`src/rtl/wb_daq_dma_writer_pkg.sv`:
```
// rtl/wb_daq_dma_writer_pkg.sv - shared encodings for the DAQ Wishbone write engine
//
// Purpose: FSM state encoding and fixed Wishbone sideband values used by
//          wb_daq_dma_writer.
// Ports:   none (package).

package wb_daq_dma_writer_pkg;

  typedef enum logic [2:0] {
    DMA_IDLE  = 3'd0,
    DMA_POP   = 3'd1,
    DMA_LOAD  = 3'd2,
    DMA_WRITE = 3'd3,
    DMA_DONE  = 3'd4
  } dma_state_e;

  localparam logic [2:0] CTI_CLASSIC       = 3'b000;
  localparam logic [1:0] BTE_LINEAR        = 2'b00;
  localparam logic [3:0] SEL_ALL           = 4'hF;
  localparam int         MAX_RETRY_DEFAULT = 15;

endpackage

```
`src/rtl/wb_daq_dma_writer.sv`:
```
// rtl/wb_daq_dma_writer.sv - Wishbone master that drains the sample FIFO into SRAM
//
// Purpose: pops ADC samples from a synchronous FIFO and writes each one as a
//          single classic Wishbone write to a contiguous word-aligned buffer.
// Ports:
//   wb_clk, wb_rst         clock, synchronous active-high reset
//   start, abort           1-cycle start pulse, level abort request
//   base_adr, num_words    transfer parameters latched on an accepted start
//   fifo_dat/empty/rd      sample FIFO read side (data valid 1 cycle after rd)
//   wb_*_o / wb_*_i        Wishbone classic master interface
//   busy, done, error      status (done is a 1-cycle pulse, error is sticky)
//   words_written          acked words in the current/last transfer

module wb_daq_dma_writer
  import wb_daq_dma_writer_pkg::*;
#(
  parameter int AW        = 32,
  parameter int DW        = 32,
  parameter int CW        = 16,
  parameter int MAX_RETRY = MAX_RETRY_DEFAULT
) (
  input  logic          wb_clk,
  input  logic          wb_rst,
  input  logic          start,
  input  logic          abort,
  input  logic [AW-1:0] base_adr,
  input  logic [CW-1:0] num_words,
  input  logic [DW-1:0] fifo_dat,
  input  logic          fifo_empty,
  output logic          fifo_rd,
  output logic [AW-1:0] wb_adr_o,
  output logic [DW-1:0] wb_dat_o,
  output logic [3:0]    wb_sel_o,
  output logic          wb_we_o,
  output logic          wb_cyc_o,
  output logic          wb_stb_o,
  output logic [2:0]    wb_cti_o,
  output logic [1:0]    wb_bte_o,
  input  logic          wb_ack_i,
  input  logic          wb_err_i,
  input  logic          wb_rty_i,
  output logic          busy,
  output logic          done,
  output logic          error,
  output logic [CW-1:0] words_written
);

  localparam int RW = (MAX_RETRY < 1) ? 1 : $clog2(MAX_RETRY + 1);
  localparam logic [RW-1:0] RTY_LIMIT = RW'(MAX_RETRY);

  dma_state_e    state_q;
  logic [AW-1:0] adr_q;
  logic [DW-1:0] dat_q;
  logic [CW-1:0] remaining_q;
  logic [CW-1:0] words_q;
  logic [RW-1:0] retry_q;
  logic          cyc_q;
  logic          fifo_rd_q;
  logic          busy_q;
  logic          done_q;
  logic          error_q;

  logic [AW-1:0] adr_next_d;
  logic [AW-1:0] base_aligned_d;

  assign adr_next_d     = adr_q + AW'(4);
  assign base_aligned_d = base_adr & ~AW'(3);

  always_ff @(posedge wb_clk) begin
    if (wb_rst) begin
      state_q     <= DMA_IDLE;
      adr_q       <= '0;
      dat_q       <= '0;
      remaining_q <= '0;
      words_q     <= '0;
      retry_q     <= '0;
      cyc_q       <= 1'b0;
      fifo_rd_q   <= 1'b0;
      busy_q      <= 1'b0;
      done_q      <= 1'b0;
      error_q     <= 1'b0;
    end else begin
      // Pulse outputs default low so each is high for exactly one cycle.
      done_q    <= 1'b0;
      fifo_rd_q <= 1'b0;

      case (state_q)
        DMA_IDLE: begin
          if (start) begin
            busy_q      <= 1'b1;
            error_q     <= 1'b0;
            words_q     <= '0;
            retry_q     <= '0;
            adr_q       <= base_aligned_d;
            remaining_q <= num_words;
            if (num_words == '0) begin
              state_q <= DMA_DONE;
            end else if (!fifo_empty && !abort) begin
              // Collapse the first POP into the start cycle so the first
              // strobe appears three cycles after start.
              fifo_rd_q <= 1'b1;
              state_q   <= DMA_LOAD;
            end else begin
              state_q <= DMA_POP;
            end
          end
        end

        DMA_POP: begin
          if (abort) begin
            state_q <= DMA_DONE;
          end else if (!fifo_empty) begin
            fifo_rd_q <= 1'b1;
            state_q   <= DMA_LOAD;
          end
        end

        DMA_LOAD: begin
          // First LOAD cycle carries the pop strobe; the FIFO data is valid
          // in the second, where it is captured and the cycle is opened.
          if (!fifo_rd_q) begin
            dat_q   <= fifo_dat;
            cyc_q   <= 1'b1;
            state_q <= DMA_WRITE;
          end
        end

        DMA_WRITE: begin
          if (cyc_q) begin
            if (wb_err_i) begin
              cyc_q   <= 1'b0;
              error_q <= 1'b1;
              state_q <= DMA_DONE;
            end else if (wb_rty_i) begin
              cyc_q <= 1'b0;
              if (retry_q == RTY_LIMIT) begin
                error_q <= 1'b1;
                state_q <= DMA_DONE;
              end else begin
                retry_q <= retry_q + RW'(1);
              end
            end else if (wb_ack_i) begin
              cyc_q       <= 1'b0;
              adr_q       <= adr_next_d;
              words_q     <= words_q + CW'(1);
              remaining_q <= remaining_q - CW'(1);
              retry_q     <= '0;
              if (remaining_q == CW'(1) || abort) begin
                state_q <= DMA_DONE;
              end else begin
                state_q <= DMA_POP;
              end
            end
          end else begin
            // One idle cycle after a retry; reissue the same address/data.
            cyc_q <= 1'b1;
          end
        end

        DMA_DONE: begin
          busy_q  <= 1'b0;
          done_q  <= 1'b1;
          state_q <= DMA_IDLE;
        end

        default: begin
          cyc_q   <= 1'b0;
          busy_q  <= 1'b0;
          state_q <= DMA_IDLE;
        end
      endcase
    end
  end

  assign fifo_rd       = fifo_rd_q;
  assign wb_adr_o      = adr_q;
  assign wb_dat_o      = dat_q;
  assign wb_sel_o      = cyc_q ? SEL_ALL : 4'h0;
  assign wb_we_o       = cyc_q;
  assign wb_cyc_o      = cyc_q;
  assign wb_stb_o      = cyc_q;
  assign wb_cti_o      = CTI_CLASSIC;
  assign wb_bte_o      = BTE_LINEAR;
  assign busy          = busy_q;
  assign done          = done_q;
  assign error         = error_q;
  assign words_written = words_q;

endmodule

```
`config.mk`:
```
export PLATFORM = sky130hd
export DESIGN_NAME = wb_daq_dma_writer
export DESIGN_NICKNAME = d
export VERILOG_FILES = /design/src/rtl/wb_daq_dma_writer_pkg.sv /design/src/rtl/wb_daq_dma_writer.sv
export SDC_FILE = /design/constraint.sdc
export NUM_CORES = 1
export LEC_CHECK = 0
export CAP_MARGIN = 20
export CORE_MARGIN = 1.5
export CORE_UTILIZATION = 47
export CTS_BUF_LIST = sky130_fd_sc_hd__clkbuf_2 sky130_fd_sc_hd__clkbuf_4 sky130_fd_sc_hd__clkbuf_8
export DETAILED_ROUTE_END_ITERATION = 8
export HOLD_SLACK_MARGIN = 0.03
export PLACE_DENSITY = 0.82
export SYNTH_ARGS = -nofsm -noshare
export SYNTH_HDL_FRONTEND = slang
export SYNTH_SLANG_ARGS = --single-unit
```
`constraint.sdc`:
```
create_clock -name wb_clk -period 2.6 [get_ports wb_clk]
set_clock_uncertainty 0.2 [all_clocks]
set_input_delay 0.52 -clock wb_clk [delete_from_list [all_inputs] [get_ports wb_clk]]
set_output_delay 0.52 -clock wb_clk [all_outputs]
set_load 0.005 [all_outputs]
```
==> reports/results.txt, run 1 <==
Fin util: 68.1%
CTS buffer count: 9
Synthesized flop and latch total: 106
Worst Setup Slack post-DPL: -0.391 ns
DRT Wirelength: 16300 um
Buf/Inv on CP: 2
Die area: 0.0122 sq mm
Top post-synthesis cells by area: dfxtp_1 39%, nand2_1 7.3%, a21oi_1 7.0%
R2R Path Start: state_q[1]
XOR/XNOR share of the synthesized area: 2.74%
CP Data Required Time: 2.69 ns
Reg clk slew, reported paths: 0.11 ns
Initial Util: 47.9%
Yosys Warn Count: 0
CP Cell Sequence: clkdlybuf4s50_1, or3b_4, a221o_1, buf_12, or2_2, nor3_1, nor3_1
FF-to-FF setup slack: 0.25 ns
Num Clock Sinks: 106
Cell variety after synth: 70
Num rows: 39
Finish-stage setup viols: 0
Chip Width: 111 um
N_diodes: 0
Core region area: 0.0114 sq mm
Combinational family with the most area after synthesis: simple AND/OR/NAND/NOR gates
Clk buf depth: 2
Max Fclk: 0.394 GHz
Total global-route track usage: 26.6%
Initial DRT Pass Iterations: 5
Boundary Pins: 184
Port buffer count: 174
Routability cong.: 0.909
CP Max Fanout: 29
Internal: 3.00 mW
Critical path endpoint category: register
Worst setup startpoint: start
Vias: 5996
Syn_area_per_cell: 7.67 sq um
Post-synthesis compound-gate area fraction: 22.1%
Main synth FF type: dfxtp_1
DR iter-0 viols: 617
NetSw: 1.31 mW
Simple-gate area share of the yosys netlist: 28.2%
Global-route wire length before repair: 27200 um
Hold Slack: 0.261 ns
Status: finished, final reports clean
CP startpoint kind: input pin
Final Max Tran Viols: 0
Seq pwr share: 44.4%
Worst-Margin Slew: 0.570 ns
Post-synthesis instance area: 0.00544 sq mm
Yosys top cell area share: 39.0%
Die height: 111 um
Critical path's top delay family: simple AND/OR/NAND/NOR gates
Logic pwr share: 26.8%
Setup TNS: 0 ns
Routed Antenna Nets: 0
Post-synth EDFFs: 0
Final hold violation count: 0
Mapped Cells: 710
Slew HR: 62.0%
Skew-Pair Late Insertion Delay: 0.39 ns
Max stage delay cell, worst path: clkdlybuf4s50_1
Fillers: 919
DR DRC count: 0
Adder-cell share of the synthesized area: 1.15%
Min-delay worst type: register to register
Post-synth top area cell: dfxtp_1
CTS root buffer: clkbuf_8
Async set-or-reset flop fraction in the synthesized netlist: 0%
Worst setup margin: 0.0609 ns
Most common cell on crit path: nor3_1
Worst hold start: wb_dat_o[3]
Switch share: 30.3%
CTS tree: done
Overall power after layout: 4.31 mW
Critical Path AT: 2.62 ns
WL per Instance: 15.8 um
Min Clock Period, post-route: 2.54 ns
Nets: 980
Vias in the first global route: 5762
Unrepaired setup endpoints after global routing: no
Critical path class: input pin to register
H-Tree Depth: 3
Post-DP HPWL: 11700 um
Mux cell area share after synthesis: 0.391%
Final period utilization: 97.7%
Leakage: 2.73 nW
PwrDens: 556 mW/mm^2
Vias/cell: 5.79
Top cells by count, synth: 106 x dfxtp_1, 106 x nand2_1, 76 x a21oi_1
Syn-to-layout area delta: 42.3%
Sequential-to-total area share from yosys stat: 39.0%
Initial antenna violation count: 0
Max IR drop VDD: 343 uV
Largest net degree at the start of global routing: 62
Clock Power Share: 28.8%
CP max stage delay: 0.49 ns
Layout cells sized above 1: 8.97%
GRT overflow: 0
Max-Cap Viols: 0
layer usage:
metal / vias to the layer above / GRT usage (%) / part of all wire (%)
li1: 2903 / - / -
met1: 2760 / 33.3 / 41
met2: 300 / 44.1 / 48
met3: 33 / 5.38 / 7.9
met4: 0 / 12.5 / 2.6
met5: - / 0 / 0
placed cells by master (no fill, tap or decap), types with 4 or more instances in the layout:
master,instances
a211oi_1,10
a21oi_1,76
a22o_1,5
a22oi_1,8
a31oi_1,8
and2_1,5
and3_1,7
and4_1,5
buf_4,43
clkbuf_8,9
clkdlybuf4s50_1,173
conb_1,7
dfxtp_1,106
ha_1,5
inv_1,15
nand2_1,106
nand2b_1,8
nand3_1,28
nand4_1,17
nor2_1,67
nor3_1,27
nor4_1,13
nor4_2,4
o211ai_1,5
o21ai_0,34
o221ai_1,5
or3_1,7
xnor2_1,10
xor2_1,7
power by group through the flow:
stage          combinational (mW)  sequential, mW  clock (mW)
2_1_floorplan               0.578            1.92           0
3_3_place_gp                 1.10            1.94           0
3_5_place_dp                 1.13            1.94           0
4_1_cts                      1.14            1.91        1.27
5_1_grt                      1.26            1.94        1.33
6_report                     1.15            1.91        1.24
kinds of logic (layout without fill, tap and decap cells):
kind of cell / count (synthesis) / count (layout)
AO/OA/AOI/OAI: 188 / 188
other: 1 / 7
buffers and inverters: 76 / 252
multiplexers: 2 / 2
adder cells (fa/ha/maj): 5 / 5
XOR/XNOR: 17 / 17
flip-flops: 106 / 106
AND/OR/NAND/NOR: 315 / 315
area by class of cell:
type / count / area (sq um) / area share (%)
Clock buffer: 9 / 124 / 1.60
Inverter: 15 / 56.3 / 0.727
Clock inverter: 7 / 123 / 1.58
Multi-Input combinational cell: 534 / 3010 / 38.9
Tap cell: 143 / 179 / 2.31
Sequential cell: 106 / 2120 / 27.4
Timing Repair Buffer: 221 / 2130 / 27.5
flip-flops by register name, indices dropped and copies added (netlist names):
| register | flops |
|---|---|
| busy | 1 |
| done | 1 |
| error | 1 |
| fifo_rd | 1 |
| remaining_q | 16 |
| retry_q | 4 |
| state_q | 3 |
| wb_adr_o | 30 |
| wb_cyc_o | 1 |
| wb_dat_o | 32 |
| words_written | 16 |
timing repair:
| item | in CTS | in global routing |
|---|---|---|
| endpoints found under the setup margin | 0 | 12 |
| hold buffers | 0 | 0 |
| resized for setup | 0 | 3 |
| buffers inserted | 0 | 3 |
path summary, 6_finish.rpt:
path,end,depth (start not counted)
setup / recovery,wb_adr_o[26],7
hold / removal,wb_dat_o[3],2
setup reg to reg,wb_adr_o[2],8
hold reg to reg,wb_dat_o[3],2
worst min-delay path, cell delays in order, from the launching register on:
cell,delay [ns]
dfxtp_1,0.32
nand2_1,0.05
a21oi_1,0.05
stage by stage:
step / area (sq um) / cells
finish: 7750 / 1035
global route: 7750 / 1035
CTS: 7710 / 1032
detailed placement: 7470 / 1016
global placement: 7470 / 1016
floorplan: 5470 / 716
No activity file was read; power rests on OpenSTA's default activity.
==> inputs of run 2 (changes only) <==
--- a/config.mk
+++ b/config.mk
@@ -5,6 +5,7 @@
 export SDC_FILE = /design/constraint.sdc
 export NUM_CORES = 1
 export LEC_CHECK = 0
+export ABC_CLOCK_PERIOD_IN_PS = 2600
 export CAP_MARGIN = 20
 export CORE_MARGIN = 1.5
 export CORE_UTILIZATION = 47
==> results of run 2 <==
No change in the layout: final DEF, timing and power equal those of run 1.
